**config.mk**
```make
export PLATFORM = sky130hd
export DESIGN_NAME = lfsr_prng
export DESIGN_NICKNAME = d
export VERILOG_FILES = /design/src/rtl/lfsr_prng.sv
export SDC_FILE = /design/constraint.sdc
export NUM_CORES = 1
export LEC_CHECK = 0
export CAP_MARGIN = 30
export CORE_ASPECT_RATIO = 1.2
export CORE_UTILIZATION = 45
export DETAILED_ROUTE_END_ITERATION = 8
export PLACE_DENSITY_LB_ADDON = 0.2
export SLEW_MARGIN = 20
export SYNTH_ARGS = -nofsm -noshare
export SYNTH_HDL_FRONTEND = slang
export SYNTH_SLANG_ARGS = --single-unit
export TNS_END_PERCENT = 1
```
**constraint.sdc**
```tcl
create_clock -name in_clk -period 2.1 [get_ports in_clk]
set_clock_uncertainty 0.15 [all_clocks]
set_input_delay 0.21 -clock in_clk [delete_from_list [all_inputs] [get_ports in_clk]]
set_output_delay 0.21 -clock in_clk [all_outputs]
set_load 0.01 [all_outputs]
```
**src/rtl/lfsr_prng.sv**
```systemverilog
// lfsr_prng: Fibonacci LFSR pseudo-random word generator with valid/ready output.
//
// Each output word is produced after STEPS_PER_OUT shifts of the LFSR. This keeps
// consecutive words decorrelated. The state can be reseeded at runtime. A held
// word stays stable under backpressure until the consumer takes it.
//
// Optional feature macro: LFSR_PRNG_ZERO_GUARD_EN
//   When defined, an all-zero seed is replaced by INIT_VALUE and out_lockup
//   pulses for one cycle. When undefined, a zero seed is loaded as-is and
//   out_lockup is tied low.
//
// Parameters:
//   DATA_WIDTH    - LFSR and output word width (2..64)
//   POLYNOM       - tap mask; bit i set feeds state bit i into the feedback XOR
//   INIT_VALUE    - non-zero state after reset (and zero-seed replacement)
//   STEPS_PER_OUT - LFSR shifts per output word (1..255)
//
// Ports:
//   in_clk       - clock, rising edge
//   in_rst       - asynchronous active-high reset
//   in_en        - request generation (sampled in IDLE and at a handshake)
//   in_load      - load in_seed into the LFSR state (highest priority)
//   in_seed      - seed value
//   in_ready     - consumer accepts out_rnd_data while out_valid is high
//   out_rnd_data - registered generated word
//   out_valid    - out_rnd_data holds an unconsumed word
//   out_lockup   - one-cycle pulse after a zero seed was replaced

module lfsr_prng #(
  parameter int unsigned           DATA_WIDTH    = 16,
  parameter logic [DATA_WIDTH-1:0] POLYNOM       = 16'hB400,
  parameter logic [DATA_WIDTH-1:0] INIT_VALUE    = 16'hAAAA,
  parameter int unsigned           STEPS_PER_OUT = 1
) (
  input  logic                  in_clk,
  input  logic                  in_rst,
  input  logic                  in_en,
  input  logic                  in_load,
  input  logic [DATA_WIDTH-1:0] in_seed,
  input  logic                  in_ready,
  output logic [DATA_WIDTH-1:0] out_rnd_data,
  output logic                  out_valid,
  output logic                  out_lockup
);

  localparam int unsigned   CntW    = $clog2(STEPS_PER_OUT + 1);
  localparam logic [CntW-1:0] CntLast = CntW'(STEPS_PER_OUT);

  typedef enum logic [1:0] {
    StIdle,
    StStep,
    StValid
  } state_e;

  state_e                state_q, state_d;
  logic [DATA_WIDTH-1:0] lfsr_q, lfsr_d;
  logic [DATA_WIDTH-1:0] data_q, data_d;
  logic                  valid_q, valid_d;
  logic [CntW-1:0]       cnt_q, cnt_d;

  logic [DATA_WIDTH-1:0] lfsr_shift;
  logic [CntW-1:0]       cnt_inc;
  logic [DATA_WIDTH-1:0] load_value;

  // One Fibonacci shift: feedback is the parity of the tapped bits, entering at bit 0.
  assign lfsr_shift = {lfsr_q[DATA_WIDTH-2:0], ^(lfsr_q & POLYNOM)};
  assign cnt_inc    = cnt_q + 1'b1;

`ifdef LFSR_PRNG_ZERO_GUARD_EN
  logic seed_zero;
  logic lockup_q;

  assign seed_zero  = (in_seed == '0);
  // An all-zero state would be a fixed point of the LFSR, so never let it in.
  assign load_value = seed_zero ? INIT_VALUE : in_seed;

  always_ff @(posedge in_clk or posedge in_rst) begin
    if (in_rst) begin
      lockup_q <= 1'b0;
    end else begin
      lockup_q <= in_load & seed_zero;
    end
  end

  assign out_lockup = lockup_q;
`else
  assign load_value = in_seed;
  assign out_lockup = 1'b0;
`endif

  always_comb begin
    state_d = state_q;
    lfsr_d  = lfsr_q;
    data_d  = data_q;
    valid_d = valid_q;
    cnt_d   = cnt_q;

    if (in_load) begin
      // Reseed wins over everything; a pending word is dropped, but the data
      // register keeps its last value.
      lfsr_d  = load_value;
      cnt_d   = '0;
      valid_d = 1'b0;
      state_d = StIdle;
    end else begin
      unique case (state_q)
        StIdle: begin
          if (in_en) begin
            cnt_d   = '0;
            state_d = StStep;
          end
        end
        StStep: begin
          lfsr_d = lfsr_shift;
          cnt_d  = cnt_inc;
          if (cnt_inc == CntLast) begin
            data_d  = lfsr_shift;
            valid_d = 1'b1;
            state_d = StValid;
          end
        end
        StValid: begin
          // Handshake cycle does not shift; it only decides whether to continue.
          if (in_ready) begin
            valid_d = 1'b0;
            cnt_d   = '0;
            state_d = in_en ? StStep : StIdle;
          end
        end
        default: begin
          state_d = StIdle;
        end
      endcase
    end
  end

  always_ff @(posedge in_clk or posedge in_rst) begin
    if (in_rst) begin
      state_q <= StIdle;
      lfsr_q  <= INIT_VALUE;
      data_q  <= '0;
      valid_q <= 1'b0;
      cnt_q   <= '0;
    end else begin
      state_q <= state_d;
      lfsr_q  <= lfsr_d;
      data_q  <= data_d;
      valid_q <= valid_d;
      cnt_q   <= cnt_d;
    end
  end

  assign out_rnd_data = data_q;
  assign out_valid    = valid_q;

endmodule

```
==> results of run 1 <==
-- synthesized netlist by cell type, types with 4 or more instances --
master and instances:
mux2_2 8, nor2_1 5, mux2i_1 17, ha_1 5, mux2_4 8, inv_1 6
dfstp_2 8, o21ai_0 16, nand2_1 18, dfrtp_1 28, a21oi_1 4
-- registers in the layout, summed over array words and instances (netlist names) --
name          cells
state_q           2
out_rnd_data     16
lfsr_q           16
out_valid         1
cnt_q             1
-- worst reg2reg max path, delay by kind of cell, from the launching register on --
family | cells | cell delay, ns
simple gates | 1 | 0.27
flops | 1 | 0.41
mux | 1 | 0.34
buf+inv | 2 | 0.30
fa+ha+maj | 1 | 0.23
-- worst max-delay path by stage --
| stage | start | end | slack, ns | cells past startpoint |
|---|---|---|---|---|
| CTS | state_q[1]$_DFFE_PP0P_ | out_rnd_data[14]$_DFFE_PP0P_ | 0.26 | 5 |
| global route | state_q[1]$_DFFE_PP0P_ | out_rnd_data[14]$_DFFE_PP0P_ | 0.19 | 5 |
| finish | state_q[1]$_DFFE_PP0P_ | out_rnd_data[14]$_DFFE_PP0P_ | 0.29 | 5 |
| global placement | state_q[1]$_DFFE_PP0P_ | out_rnd_data[12]$_DFFE_PP0P_ | 0.32 | 5 |
| floorplan | state_q[1]$_DFFE_PP0P_ | out_rnd_data[1]$_DFFE_PP0P_ | 0.34 | 5 |
| detailed placement | state_q[1]$_DFFE_PP0P_ | out_rnd_data[14]$_DFFE_PP0P_ | 0.26 | 5 |
-- logic make-up (layout without fill, tap and decap cells) --
logic type | count (synthesis) | count (layout) | share of synthesized area (%)
buf+inv | 14 | 55 | 4.79
compound gates | 24 | 24 | 8.06
flops | 36 | 36 | 52.9
simple gates | 26 | 26 | 6.83
mux | 33 | 33 | 22.1
other cells | 1 | 1 | 0.218
xor+xnor | 3 | 3 | 1.53
fa+ha+maj | 5 | 5 | 3.63
-- power groups by stage --
stage | Combinational [W] | Clock (W) | Sequential [W]
2_1_floorplan | 0.000658 | 0 | 0.00117
3_3_place_gp | 0.00116 | 0 | 0.00113
3_5_place_dp | 0.00118 | 0 | 0.00114
4_1_cts | 0.00119 | 0.000465 | 0.00113
5_1_grt | 0.00128 | 0.000493 | 0.00116
6_report | 0.00117 | 0.000444 | 0.00112
-- layout make-up --
type                       instances  area [sq um]
clock buffer                       6          72.6
multi-input combinational         92           729
inverter                           6          22.5
clock inverter                     1          5.00
fill                             316          1410
tap                               52          65.1
timing repair buffer              42           420
sequential                        36           911
-- per-stage QoR --
| stage | power [W] | instance area, sq um | std cells |
|---|---|---|---|
| after floorplan | 0.00183 | 1720 | 142 |
| after global placement | 0.00229 | 2150 | 228 |
| after detailed placement | 0.00232 | 2150 | 228 |
| after CTS | 0.00278 | 2230 | 235 |
| after global routing | 0.00293 | 2230 | 235 |
| final | 0.00274 | 2230 | 235 |
-- layer usage --
layer	vias to the layer above	global-route usage (%)	wire length (microns)
li1	568	-	-
met1	530	22.6	1430
met2	28	29.0	1510
met3	6	5.78	147
met4	0	6.35	51
met5	-	0	0
==> impl_results.md, run 1 <==
- Setup WS pre-CTS: 0.264 ns
- Clock sinks: 36
- First-pass GRT wire length: 5460 microns
- Vias post-DR: 1132
- Avg WL per Cell: 13.3 microns
- Initial DRC Count: 22
- Initial antenna violation count: 0
- I/O pins: 39
- Hold WC Path Type: in2async
- Commonest non-fill, non-tap cell in the layout: clkdlybuf4s50_1
- Die Span Y: 69.8 microns
- Clock Pin Slew Worst Setup and Hold Paths: 0.07 ns
- Total GRT Usage: 18.0%
- RR Endpoint: out_rnd_data[14]$_DFFE_PP0P_
- Starting Density: 47.4%
- ANT cells: 0
- CORE AREA: 3630 sq um
- Nets@finish: 209
- Reg2reg path depth: 5
- Flip-flop and latch count after synthesis: 36
- H-tree levels: 2
- Clk pwr share: 16.2%
- Worst path cell trace: inv_1 -> ha_1 -> nor3b_4 -> buf_12 -> mux2_2
- Post-synth ARST share: 100%
- Setup CP Type: reg2reg
- Grt ovf: 0
- Width of the die: 58.5 microns
- RSZ-0062 raised after global routing: false
- Die Area: 4080 sq um
- # setup viols final: 0
- Largest net degree at the start of global routing: 37
- Yosys top cell area share: 40.7%
- Hold Slack: 0.174 ns
- Synth warn: 0
- Post-synth EDFFs: 0
- Synth area leader: dfrtp_1
- WP data required: 2.11 ns
- Mapped cell area: 1720 sq um
- CTS tree: yes
- Vias in the first global route: 1148
- Comb power frac: 42.7%
- Crit path largest cell delay: 0.41 ns
- Final hold vios: 0
- Sequential fraction of the synthesis area: 52.9%
- Worst Path Arrival: 1.83 ns
- Layout Utilization: 61.3%
- Seq pwr share: 41.1%
- PortBufs: 37
- Vias per inst: 4.82
- Power Dens Cells: 1230 nW/um^2
- Final worst slack: 0.287 ns
- RD Place Congestion: 0.712
- CP endpoint kind: flop
- WP buf/inv: 2
- Sw Pwr: 0.000840 W
- Commonest cells after routing, fill and taps aside: clkdlybuf4s50_1, dfrtp_1, nand2_1, mux2i_1, o21ai_0
- Maximum VDD drop: 0.000642 V
- Critical Path Slowest Stage Cell: dfrtp_1
- Fmax: 552 MHz
- Drc violations: 0
- Max Cap Viol: 0
- Root Buffer: clkbuf_8
- Area growth, synth to finish: 29.2%
- CP max FO: 14
- Clock tree buffer depth: 2
- # rows: 24
- Fraction of layout cells with a size suffix above 1: 20.2%
- Fin crit period: 1.81 ns
- Routed wire length: 3130 microns
- Max Slew Vio Count: 0
- Outcome: finished clean
- Setup TNS: 0 ns
- R2R Path Start: state_q[1]$_DFFE_PP0P_
- Sw frac: 30.7%
- Leading post-synthesis cells by cell area: dfrtp_1, dfstp_2, mux2i_1
- Cts repair resizes: 0
- Commonest register cell after synthesis: dfrtp_1
- Crit path max-delay family: flip-flops
- Post-CTS Hold Buffers: 0
- Leakage: 0.959 nW
- Register-to-register setup slack: 0.29 ns
- CTS Buf Count: 5
- Post-Syn Nets: 168
- Post-CTS Setup Repair Bufs: 0
- CP Launch Type: flop
- Clk_lat worst skew: 0.28 ns
- Post-synthesis cell count: 142
- Drt first pass iters: 3
- Final period util: 86.3%
- Internal power: 0.00190 W
- Final ANT Viol Nets: 0
- Synth Area per Inst: 12.1 sq um
- Post-synth cell types: 24
- DP HPWL: 2220 microns
No activity file was read; power rests on OpenSTA's default activity.
==> run 2, diff against run 1 <==
- GPL_TIMING_DRIVEN: not set -> 0
- clock period: 2.1 -> 1.7 ns (I/O delays scaled with it)
==> impl_results.md, run 2 (synthesized netlist as in run 1, its figures left out) <==
- Outcome: finished, violations left
- Failing checks: setup timing
- Sw Pwr: 0.00117 W (+39%)
- Worst path cell trace: inv_2 -> ha_4 -> nor3b_4 -> buf_6 -> buf_6 -> mux2_4
- Die Area: 4080 sq um (unchanged)
- Critical Path Source: state_q[1]$_DFFE_PP0P_
- CORE AREA: 3630 sq um (unchanged)
- Internal power: 0.00269 W (+41%)
- Commonest cells after routing, fill and taps aside: clkdlybuf4s50_1, dfrtp_1, mux2i_1, nand2_1, mux2_4
- First-pass GRT wire length: 5620 microns (+2.9%)
- R2R Path Start: state_q[1]$_DFFE_PP0P_
- Initial DRC Count: 36 (+64%)
- Starting Density: 47.4% (unchanged)
- DP HPWL: 2390 microns (+7.4%)
- Grt ovf: 0 (unchanged)
- Total GRT Usage: 18.6% (+0.54 points)
- Max Slew Vio Count: 0 (unchanged)
- Width of the die: 58.5 microns (unchanged)
- Clock tree buffer depth: 2 (unchanged)
- Maximum VDD drop: 0.000879 V (+37%)
- Clk_lat worst skew: 0.29 ns (about the same)
- Layout filler cell count: 269 (-15%)
- Final worst slack: -0.0332 ns (-0.320 ns)
- Fin crit period: 1.73 ns (-0.0797 ns)
- Vias in the first global route: 1227 (+6.9%)
- Clock Pin Slew Worst Setup and Hold Paths: 0.07 ns (about the same)
- Leakage: 1.09 nW (+13%)
- # setup viols final: 16 (+16)
- Seq pwr share: 36.1% (-5.0 points)
- Drc violations: 0 (unchanged)
- Vias per inst: 4.90 (+1.7%)
- Sw frac: 30.3% (-0.38 points)
- PortBufs: 36 (-2.7%)
- CP Launch Type: flop
- Setup CP Type: reg2reg
- Worst Path Arrival: 1.76 ns (-0.07 ns)
- Commonest non-fill, non-tap cell in the layout: clkdlybuf4s50_1
- ANT cells: 0 (unchanged)
- I/O pins: 39 (unchanged)
- Comb power frac: 47.9% (+5.2 points)
- Worst-Margin Slew: 0.727 ns
- Largest net degree at the start of global routing: 37 (unchanged)
- Reg2reg path depth: 6 (+1)
- CP max FO: 4 (-10)
- Critical Path Slowest Stage Cell: dfrtp_1
- Crit-path most repeated cell: buf_6
- Die Span Y: 69.8 microns (unchanged)
- Max Cap Viol: 0 (unchanged)
- Final period util: 102% (+16 points)
- CP endpoint kind: flop
- Fraction of layout cells with a size suffix above 1: 31.8% (+12 points)
- Nets@finish: 226 (+8.1%)
- # rows: 24 (unchanged)
- Crit path largest cell delay: 0.41 ns (about the same)
- Final hold vios: 0 (unchanged)
- Clock sinks: 36 (unchanged)
- Vias post-DR: 1239 (+9.5%)
- Total power draw: 0.00385 W (+41%)
- Slew margin rel.: 51.5%
- RR Endpoint: out_rnd_data[13]$_DFFE_PP0P_
- Routed wire length: 3640 microns (+16%)
- Layout Utilization: 68.3% (+7.0 points)
- H-tree levels: 2 (unchanged)
- Drt first pass iters: 4 (+1)
- Worst setup path end: out_rnd_data[13]$_DFFE_PP0P_
- Avg WL per Cell: 14.4 microns (+8.0%)
- Area growth, synth to finish: 44.0%
- Hold WC Path Type: in2async
- Fmax: 577 MHz (+4.6%)
- Hold Slack: 0.168 ns (-0.00576 ns)
- Multi-input logic area: 818 sq um (+12%)
- Register-to-register setup slack: -0.03 ns (-0.32 ns)
- CTS Buf Count: 5 (unchanged)
- Sequential cell area: 912 sq um (+0.14%)
- Initial antenna violation count: 0 (unchanged)
- WP data required: 1.72 ns (-0.39 ns)
- CTS tree: yes
- Root Buffer: clkbuf_8
- RSZ-0062 raised after global routing: true
- Clk pwr share: 15.9% (-0.3 points)
- Final ANT Viol Nets: 0 (unchanged)
- Setup WS pre-CTS: -0.222 ns (-0.486 ns)
- Power Dens Cells: 1550 nW/um^2 (+26%)
- RD Place Congestion: 0.750 (+5.4%)
[run 2: cell types whose count changed in the layout (fill, tap and decap cells not counted), sizes merged]
| cell | change |
|---|---|
| buf | +14 |
| clkbuf | +5 |
| clkdlybuf4s50 | -1 |
| clkinv | -1 |
| dlygate4sd3 | +1 |
[run 2: power by group through the flow]
stage	sequential, W	clock (W)	combinational, W
2_1_floorplan	0.00145	0	0.000820
3_3_place_gp	0.00139	0	0.00144
3_5_place_dp	0.00140	0	0.00148
4_1_cts	0.00139	0.000631	0.00151
5_1_grt	0.00143	0.000672	0.00199
6_report	0.00139	0.000615	0.00185
[run 2: what timing repair did]
action,4_1_cts,5_1_grt
hold buffers,1,0
endpoints found under the hold margin,5,0
resized for setup,3,31
setup endpoints to repair,18,21
setup buffers,2,12
pin swaps,0,3
[run 2: worst min path at each step]
stage / end / cells past startpoint / start / slack (ns)
after floorplan: lfsr_q[9]$_DFFE_PP1P_ / 2 / in_seed[9] / 0.13
final: out_rnd_data[7]$_DFFE_PP0P_ / 2 / in_rst / 0.17
after CTS: out_rnd_data[8]$_DFFE_PP0P_ / 2 / in_rst / 0.19
after detailed placement: lfsr_q[11]$_DFFE_PP1P_ / 2 / in_load / 0.25
after global placement: lfsr_q[7]$_DFFE_PP1P_ / 2 / in_load / 0.24
after global routing: out_rnd_data[7]$_DFFE_PP0P_ / 2 / in_rst / 0.25
[run 2: per-stage QoR]
stage | std cells | area (sq um) | TNS, ns
finish | 253 | 2480 | -0.363
floorplan | 142 | 1740 | -0.151
CTS | 241 | 2280 | -0.0972
global placement | 230 | 2160 | -7.15
detailed placement | 230 | 2160 | -2.49
global route | 253 | 2480 | -1.30
[run 2: cell type report]
cell class	instances	area share, %
flip-flops and latches	36	36.8
multi-input cells	92	33.0
repair buffers	51	20.1
inverters	6	1.01
well taps	52	2.62
clock buffers	8	3.63
plain buffers	8	2.92
[run 2: worst max-delay path, delay by kind of cell, from the launching register on]
| family | cells | cell delay, ns |
|---|---|---|
| flip-flops | 1 | 0.41 |
| buffers and inverters | 3 | 0.35 |
| multiplexers | 1 | 0.30 |
| AND/OR/NAND/NOR | 1 | 0.24 |
| adder cells (fa/ha/maj) | 1 | 0.15 |
[run 2: routing by layer]
layer | global-route usage [%] | share of wire (%) | up-vias
met5 | 0 | 0 | -
li1 | - | - | 598
met3 | 6.16 | 4.2 | 6
met2 | 30.7 | 53 | 24
met1 | 22.0 | 41 | 611
met4 | 7.14 | 1.6 | 0
